--- src/rtl/alu_issue.sv ---
// RV32I execute-stage issue unit: decodes instruction + operands into ALU controls behind a valid/ready register.
// Define ALU_ISSUE_SKID_EN for a two-entry (main + skid) buffer with registered in_ready and full throughput.
module alu_issue #(
    parameter int XLEN = 32
) (
    input  logic            clk,
    input  logic            rst_n,
    input  logic            flush,
    input  logic            in_valid,
    output logic            in_ready,
    input  logic [31:0]     instr,
    input  logic [31:0]     pc,
    input  logic [31:0]     rs1_data,
    input  logic [31:0]     rs2_data,
    output logic            out_valid,
    input  logic            out_ready,
    output logic [3:0]      alu_control,
    output logic [XLEN-1:0] alu_a,
    output logic [XLEN-1:0] alu_b,
    output logic [4:0]      rd,
    output logic            reg_write,
    output logic            illegal
);

    localparam logic [3:0] ALU_AND  = 4'b0000;
    localparam logic [3:0] ALU_OR   = 4'b0001;
    localparam logic [3:0] ALU_ADD  = 4'b0010;
    localparam logic [3:0] ALU_SLL  = 4'b0011;
    localparam logic [3:0] ALU_SUB  = 4'b0100;
    localparam logic [3:0] ALU_SRL  = 4'b0101;
    localparam logic [3:0] ALU_SLTU = 4'b0110;
    localparam logic [3:0] ALU_XOR  = 4'b0111;
    localparam logic [3:0] ALU_SLT  = 4'b1000;
    localparam logic [3:0] ALU_SRA  = 4'b1001;
    localparam logic [3:0] ALU_ILL  = 4'b1111;

    localparam logic [6:0] OPC_OP     = 7'b0110011;
    localparam logic [6:0] OPC_OP_IMM = 7'b0010011;
    localparam logic [6:0] OPC_LUI    = 7'b0110111;
    localparam logic [6:0] OPC_AUIPC  = 7'b0010111;
    localparam logic [6:0] OPC_LOAD   = 7'b0000011;
    localparam logic [6:0] OPC_STORE  = 7'b0100011;
    localparam logic [6:0] OPC_BRANCH = 7'b1100011;
    localparam logic [6:0] OPC_JAL    = 7'b1101111;
    localparam logic [6:0] OPC_JALR   = 7'b1100111;

    localparam logic [6:0] F7_BASE = 7'b0000000;
    localparam logic [6:0] F7_ALT  = 7'b0100000;

    typedef struct packed {
        logic [3:0]  ctrl;
        logic [31:0] a;
        logic [31:0] b;
        logic [4:0]  rd;
        logic        wr;
        logic        ill;
    } issue_t;

    // Pure decode of one instruction into the ALU control bundle; shift amounts are zero-extended to 5 bits.
    function automatic issue_t decode_op(input logic [31:0] ins, input logic [31:0] pc_v,
                                         input logic [31:0] r1, input logic [31:0] r2);
        issue_t      e;
        logic [31:0] imm_i;
        logic [31:0] imm_s;
        logic [31:0] imm_u;
        logic [2:0]  f3;
        logic [6:0]  f7;
        logic        legal;
        logic        wr;
        f3    = ins[14:12];
        f7    = ins[31:25];
        imm_i = {{20{ins[31]}}, ins[31:20]};
        imm_s = {{20{ins[31]}}, ins[31:25], ins[11:7]};
        imm_u = {ins[31:12], 12'h000};
        e.ctrl = ALU_ADD;
        e.a    = r1;
        e.b    = imm_i;
        e.rd   = ins[11:7];
        e.wr   = 1'b0;
        e.ill  = 1'b0;
        legal  = 1'b1;
        wr     = 1'b1;
        case (ins[6:0])
            OPC_OP: begin
                e.b = r2;
                if (f7 == F7_BASE) begin
                    case (f3)
                        3'b000:  e.ctrl = ALU_ADD;
                        3'b001:  begin e.ctrl = ALU_SLL; e.b = {27'd0, r2[4:0]}; end
                        3'b010:  e.ctrl = ALU_SLT;
                        3'b011:  e.ctrl = ALU_SLTU;
                        3'b100:  e.ctrl = ALU_XOR;
                        3'b101:  begin e.ctrl = ALU_SRL; e.b = {27'd0, r2[4:0]}; end
                        3'b110:  e.ctrl = ALU_OR;
                        3'b111:  e.ctrl = ALU_AND;
                        default: legal = 1'b0;
                    endcase
                end else if (f7 == F7_ALT) begin
                    case (f3)
                        3'b000:  e.ctrl = ALU_SUB;
                        3'b101:  begin e.ctrl = ALU_SRA; e.b = {27'd0, r2[4:0]}; end
                        default: legal = 1'b0;
                    endcase
                end else begin
                    legal = 1'b0;
                end
            end
            OPC_OP_IMM: begin
                case (f3)
                    3'b000:  e.ctrl = ALU_ADD;
                    3'b010:  e.ctrl = ALU_SLT;
                    3'b011:  e.ctrl = ALU_SLTU;
                    3'b100:  e.ctrl = ALU_XOR;
                    3'b110:  e.ctrl = ALU_OR;
                    3'b111:  e.ctrl = ALU_AND;
                    3'b001: begin
                        e.ctrl = ALU_SLL;
                        e.b    = {27'd0, ins[24:20]};
                        legal  = (f7 == F7_BASE);
                    end
                    3'b101: begin
                        e.b = {27'd0, ins[24:20]};
                        if (f7 == F7_BASE) begin
                            e.ctrl = ALU_SRL;
                        end else if (f7 == F7_ALT) begin
                            e.ctrl = ALU_SRA;
                        end else begin
                            legal = 1'b0;
                        end
                    end
                    default: legal = 1'b0;
                endcase
            end
            OPC_LUI:   begin e.a = 32'd0; e.b = imm_u; end
            OPC_AUIPC: begin e.a = pc_v;  e.b = imm_u; end
            OPC_LOAD:  e.b = imm_i;
            OPC_STORE: begin e.b = imm_s; wr = 1'b0; end
            OPC_BRANCH: begin
                e.b = r2;
                wr  = 1'b0;
                case (f3)
                    3'b000, 3'b001: e.ctrl = ALU_SUB;
                    3'b100, 3'b101: e.ctrl = ALU_SLT;
                    3'b110, 3'b111: e.ctrl = ALU_SLTU;
                    default:        legal = 1'b0;
                endcase
            end
            OPC_JAL, OPC_JALR: begin e.a = pc_v; e.b = 32'd4; end
            default: legal = 1'b0;
        endcase
        if (!legal) begin
            e.ctrl = ALU_ILL;
            e.a    = 32'd0;
            e.b    = 32'd0;
        end else begin
            e.ctrl = e.ctrl;
        end
        e.ill = ~legal;
        e.wr  = wr & legal & (ins[11:7] != 5'd0);
        return e;
    endfunction

    issue_t dec_s;
    logic   in_fire_s;
    logic   out_fire_s;
    logic   unused_s;

    assign dec_s    = decode_op(instr, pc, rs1_data, rs2_data);
    assign unused_s = ^instr[19:15];

    issue_t main_q, main_d;
    logic   main_vld_q, main_vld_d;

`ifdef ALU_ISSUE_SKID_EN
    issue_t skid_q, skid_d;
    logic   skid_vld_q, skid_vld_d;
    logic   in_rdy_q, in_rdy_d;

    assign in_ready   = in_rdy_q;
    assign in_fire_s  = in_valid & in_rdy_q & ~flush;
    assign out_fire_s = main_vld_q & out_ready;

    // Next-state for the main/skid pair; the skid only fills while main is stalled.
    always_comb begin
        main_d     = main_q;
        skid_d     = skid_q;
        main_vld_d = main_vld_q;
        skid_vld_d = skid_vld_q;
        if (flush) begin
            main_vld_d = 1'b0;
            skid_vld_d = 1'b0;
        end else if (!main_vld_q) begin
            if (in_fire_s) begin
                main_d     = dec_s;
                main_vld_d = 1'b1;
            end else begin
                main_vld_d = 1'b0;
            end
        end else if (out_fire_s) begin
            if (skid_vld_q) begin
                main_d     = skid_q;
                skid_vld_d = in_fire_s;
                if (in_fire_s) begin
                    skid_d = dec_s;
                end else begin
                    skid_d = skid_q;
                end
            end else begin
                main_vld_d = in_fire_s;
                if (in_fire_s) begin
                    main_d = dec_s;
                end else begin
                    main_d = main_q;
                end
            end
        end else begin
            if (in_fire_s) begin
                skid_d     = dec_s;
                skid_vld_d = 1'b1;
            end else begin
                skid_vld_d = skid_vld_q;
            end
        end
        in_rdy_d = ~skid_vld_d;
    end

    // Skid entry and registered ready.
    always_ff @(posedge clk or negedge rst_n) begin
        if (!rst_n) begin
            skid_q     <= '0;
            skid_vld_q <= 1'b0;
            in_rdy_q   <= 1'b1;
        end else begin
            skid_q     <= skid_d;
            skid_vld_q <= skid_vld_d;
            in_rdy_q   <= in_rdy_d;
        end
    end
`else
    assign in_ready   = ~main_vld_q | out_ready;
    assign in_fire_s  = in_valid & in_ready & ~flush;
    assign out_fire_s = main_vld_q & out_ready;

    // Next-state for the single output register.
    always_comb begin
        main_d     = main_q;
        main_vld_d = main_vld_q;
        if (flush) begin
            main_vld_d = 1'b0;
        end else if (in_fire_s) begin
            main_d     = dec_s;
            main_vld_d = 1'b1;
        end else if (out_fire_s) begin
            main_vld_d = 1'b0;
        end else begin
            main_vld_d = main_vld_q;
        end
    end
`endif

    // Main output register; its contents drive every ALU-facing output.
    always_ff @(posedge clk or negedge rst_n) begin
        if (!rst_n) begin
            main_q     <= '0;
            main_vld_q <= 1'b0;
        end else begin
            main_q     <= main_d;
            main_vld_q <= main_vld_d;
        end
    end

    assign out_valid   = main_vld_q;
    assign alu_control = main_q.ctrl;
    assign alu_a       = main_q.a;
    assign alu_b       = main_q.b;
    assign rd          = main_q.rd;
    assign reg_write   = main_q.wr;
    assign illegal     = main_q.ill;

endmodule
--- config.mk ---
export PLATFORM = sky130hd
export DESIGN_NAME = alu_issue
export DESIGN_NICKNAME = d
export VERILOG_FILES = /design/src/rtl/alu_issue.sv
export SDC_FILE = /design/constraint.sdc
export NUM_CORES = 1
export LEC_CHECK = 0
export BUFFER_PORTS_ARGS = -buffer_cell sky130_fd_sc_hd__buf_4
export CAP_MARGIN = 10
export CORE_ASPECT_RATIO = 1.25
export CORE_MARGIN = 1.5
export CORE_UTILIZATION = 47
export CTS_BUF_LIST = sky130_fd_sc_hd__clkbuf_2
export DETAILED_ROUTE_END_ITERATION = 7
export HOLD_SLACK_MARGIN = 0.1
export PLACE_DENSITY = 0.83
export REMOVE_ABC_BUFFERS = 1
export SYNTH_ARGS = -nofsm -noshare
export SYNTH_HDL_FRONTEND = slang
export SYNTH_SLANG_ARGS = --single-unit
export TNS_END_PERCENT = 100
--- constraint.sdc ---
create_clock -name clk -period 2 [get_ports clk]
set_clock_uncertainty 0.2 [all_clocks]
set_input_delay 0.2 -clock clk [delete_from_list [all_inputs] [get_ports clk]]
set_output_delay 0.2 -clock clk [all_outputs]
set_load 0.005 [all_outputs]
==> results of run 1 <==
## stage by stage
step	area [um2]	hold WS, ns	TNS, ns	setup WS, ns	utilization, %
detailed placement	6010	0.0188	-13.40	-0.287	72.5
floorplan	3840	-0.296	-134.09	-1.93	-
CTS	7580	0.118	0	0.0278	91.5
global placement	6010	0.0133	-9.00	-0.178	72.5
## synth_stat cells (all sizes together), types with 4 or more instances
cell / count / area (um2)
o21ai: 53 / 265
nor2: 7 / 26.3
a22oi: 43 / 323
o22ai: 5 / 31.3
a21oi: 7 / 35.0
buf: 16 / 97.6
nand2b: 9 / 56.3
o32a: 4 / 40.0
nand2: 89 / 337
o31ai: 23 / 183
nor2b: 9 / 56.3
nor3: 5 / 25.0
clkbuf: 23 / 86.3
a221oi: 22 / 193
mux2i: 6 / 60.1
dfrtp: 76 / 1900
## routing by layer
metal	GRT overflow	GRT usage (%)
met1	0	73.5
met5	0	18.2
met2	1	90.9
met4	1	67.1
met3	0	53.2
## repair_timing
item                                   in CTS
setup endpoints to repair                   0
endpoints found under the hold margin     152
hold buffers                              143
## logic make-up after synthesis
logic type | after synthesis | synth area share, %
xor+xnor | 1 | 0.218
flops | 76 | 47.3
buf+inv | 42 | 4.85
simple gates | 137 | 16.1
compound gates | 172 | 29.8
mux | 7 | 1.77
==> results.py, run 1 <==
metrics = {
    "placed_design": {
        "place_hpwl_um": 10600,
        "finalWeightedCongestion": 0.856,
        "dp_cells": 749,
        "port_buffers": 209,
    },
    "yosys": {
        "synth_cells": 435,
        "synth-edff-count": 0,
        "ys_seq_elements": 76,
        "synth_flop_cell": "dfrtp_1",
        "ys_types": 52,
        "yosysWarnings": 0,
        "seq_area_frac_synth_pct": 47.3,
        "synth_area_um2": 4020,
        "syn_area_per_cell_um2": 9.24,
        "async_flop_share_pct": 100,
    },
    "timing": {
        "worst_endpoint": "alu_control[3]$_DFFE_PN0P_/D",
        "worstEpCategory": "register data pin",
    },
    "cts": {
        "cts_resized": 0,
        "htree_levels": 3,
        "cts_buffer_depth": 2,
        "cts_buffers": 9,
        "post_cts_buffers": 0,
        "root_buffer": "clkbuf_2",
        "clock_sinks": 76,
    },
    "die": {
        "initial_utilization_pct": 48.5,
        "rows": 37,
        "ios": 210,
        "die_x_um": 85.7,
        "die_h_um": 106,
    },
    "status": {
        "error": "[ERROR GRT-0232] Routing congestion too high. Check the congestion heatmap in the GUI.",
        "lastStage": "global routing (5_1_grt)",
        "status": "aborted with a tool error",
    },
    "global_route": {
        "grt_use_total_pct": 71.9,
        "gr-total-overflow": 2,
        "grt_max_degree": 71,
    },
}
==> run 2, diff against run 1 <==
CORE_ASPECT_RATIO = not set   (was 1.25)
CORE_UTILIZATION = 35   (was 47)
CTS_BUF_LIST = not set   (was sky130_fd_sc_hd__clkbuf_2)
HOLD_SLACK_MARGIN = not set   (was 0.1)
PLACE_DENSITY = not set   (was 0.83)
PLACE_DENSITY_LB_ADDON = 0.15   (was not set)
==> results.py, run 2 <==
metrics = {
    "yosys": {
        "synth_area_um2": 4020,
        "synthTopCellsByArea": "dfrtp_1, nand2_1, a22oi_1",
        "seq_area_frac_synth_pct": 47.3,
        "syn_area_per_cell_um2": 9.24,
        "synth_common_cells": "nand2_1, dfrtp_1, a22oi_1, o21ai_0, clkbuf_1",
        "async_flop_share_pct": 100,
        "ys_seq_elements": 76,
        "synth_top_cell_area_share_pct": 47.3,
        "synth_flop_cell": "dfrtp_1",
        "yosys.area.top_type": "dfrtp_1",
        "synth_cells": 435,
        "ys_types": 52,
        "synth-edff-count": 0,
        "synth_most_common_cell": "nand2_1",
        "yosysWarnings": 0,
    },
    "finish": {
        "multi_input_area_um2": 1970,
        "finalNetCount": 878,
        "mostFrequentLayoutCell": "buf_4",
        "n_antenna_cell": 0,
        "syn_to_final_growth_pct": 78.9,
        "design_area_um2": 7190,
        "nFillCells": 911,
        "drive_gt1_share_pct": 39.1,
        "fin_util_pct": 65.2,
        "mostFrequentLayoutCells": "buf_4, nand2_1, dfrtp_1, dlygate4sd3_1, a22oi_1",
        "seqCellArea_um2": 1900,
    },
    "pwr": {
        "powerDensity_nw_per_um2": 563,
        "p_leak_nw": 3.45,
        "worst_ir_drop_vdd_v": 0.000461,
        "power_w": 0.00405,
    },
    "die": {
        "initial_utilization_pct": 36.5,
        "core_area_um2": 11000,
        "die_x_um": 110,
        "rows": 38,
        "ios": 210,
        "die_h_um": 110,
        "dieArea_um2": 12100,
    },
    "setup_path": {
        "crit_fanout": 21,
        "rr_startpoint": "out_valid",
        "crit_chain": "dlygate4sd3_1 -> buf_4 -> nor3b_2 -> buf_4 -> o31ai_4 -> buf_12 -> o31ai_1",
        "reg2reg_slack_ns": 0.14,
        "critPathKind": "input port to flop",
        "reg2regPathDepth": 6,
        "worstPathArrival_ns": 1.89,
        "path_buf_inv": 4,
        "critPathLaunchType": "input port",
        "crit_path_top_delay_cell": "dlygate4sd3_1",
        "cp_top_family": "buffers and inverters",
        "r2r-end": "alu_b[29]",
        "critPathMaxStageDelay_ns": 0.54,
        "cp.required_ns": 2.03,
        "cp-end-kind": "flop",
        "path_common_cell": "buf_4",
    },
    "drt": {
        "via_count": 4732,
        "viasPerCell": 5.32,
        "wl_um": 15000,
        "detail_route.first_pass.iterations": 4,
        "ant_nets": 0,
        "wl_per_cell_um": 16.9,
        "first_iter_violations": 278,
        "drc": 0,
    },
    "cts": {
        "htree_levels": 3,
        "root_buffer": "clkbuf_16",
        "cts_buffer_depth": 2,
        "clock_sinks": 76,
        "clk_pin_slew_worst_paths_ns": 0.06,
        "cts_buffers": 9,
        "cts_tree": "done",
        "clock_latency_ns": 0.33,
    },
    "global_route": {
        "grt_max_degree": 71,
        "grt_use_total_pct": 24.5,
        "gr-total-overflow": 0,
        "antenna_found_initial": 0,
        "grt_pass1_wl_um": 22800,
        "grt_pass1_vias": 4677,
    },
    "timing": {
        "hold_violations": 0,
        "slew_violations": 0,
        "slew_headroom_pct": 54.1,
        "finalSetupViolations": 0,
        "fmax_mhz": 536,
        "fin_ws_ns": 0.135,
        "rsz0062_at_grt": "false",
        "tightestPinTransition_ns": 0.689,
        "fin_crit_sh_pct": 93.3,
        "fin_crit_ns": 1.87,
        "tns_ns": 0,
    },
    "placed_design": {
        "port_buffers": 209,
        "place_area_um2": 6130,
        "finalWeightedCongestion": 0.881,
        "pre_cts_ws_ns": -0.301,
        "place_hpwl_um": 10400,
    },
    "status": {
        "status": "completed",
    },
    "hold_path": {
        "holdPathEnd": "alu_a[14]",
        "holdPathStages": 3,
        "worstHoldStart": "pc[14]",
        "hp-class": "input port to flop",
    },
    "job": {
        "maxCapViolations": 0,
    },
}
[run 2: cell counts after synthesis]
Identical to the previous run, type by type.
[run 2: tightest hold or removal path: cells and delay by family]
kind	cells	cell delay, ns
buffers and inverters	1	0.08
AO/OA/AOI/OAI	2	0.22
[run 2: worst max path at each step]
stage | to | slack [ns] | start | cells after the start
finish | alu_b[29] | 0.13 | flush | 7
global route | alu_b[31] | 0.004 | out_valid | 6
CTS | alu_a[12] | 0.06 | instr[4] | 7
detailed placement | alu_b[31] | -0.30 | instr[26] | 7
global placement | alu_a[15] | -0.22 | instr[4] | 7
floorplan | alu_a[0] | -1.93 | instr[4] | 5
[run 2: cell families (layout without fill, tap and decap cells)]
group,Yosys count,count (layout),share of synthesized area [%]
xor+xnor,1,1,0.218
flops,76,76,47.3
simple gates,137,137,16.1
buf+inv,42,357,4.85
mux,7,7,1.77
compound gates,172,172,29.8
[run 2: metal layers]
metal | global-route usage (%) | vias up | wire length, um
met1 | 29.5 | 2304 | 6060
met4 | 8.61 | 0 | 333
met5 | 0 | - | 0
li1 | - | 2248 | -
met2 | 44.0 | 154 | 7870
met3 | 4.29 | 26 | 760
[run 2: per-stage QoR]
stage | hold WS (ns) | cells
after global placement | -0.0250 | 798
final | 0.0110 | 890
after global routing | 0.0164 | 890
after floorplan | -0.296 | 396
after CTS | 0.00341 | 890
after detailed placement | -0.0219 | 798
[run 2: what timing repair did]
| item | CTS | global route |
|---|---|---|
| resized for setup | 0 | 4 |
| setup buffers | 0 | 0 |
| endpoints found under the hold margin | 77 | 0 |
| setup endpoints to repair | 0 | 41 |
| hold buffers | 76 | 0 |
[run 2: layout make-up]
class,instances,share of cell area (%)
Clock buffer,9,3.13
Inverter,3,0.157
Multi-Input combinational cell,317,27.4
Clock inverter,7,0.765
Timing Repair Buffer,338,39.7
Sequential cell,76,26.4
Tap cell,140,2.44
[run 2: power by group]
| part | leakage [nW] | internal (W) | switching (W) | total, W |
|---|---|---|---|---|
| sequential | 1.02 | 0.00160 | 0.0000371 | 0.00164 |
| combinational | 2.29 | 0.000506 | 0.000349 | 0.000855 |
| clock | 0.139 | 0.000858 | 0.000696 | 0.00155 |
| total | 3.45 | 0.00297 | 0.00108 | 0.00405 |
Power figures use the tool's default switching activity.
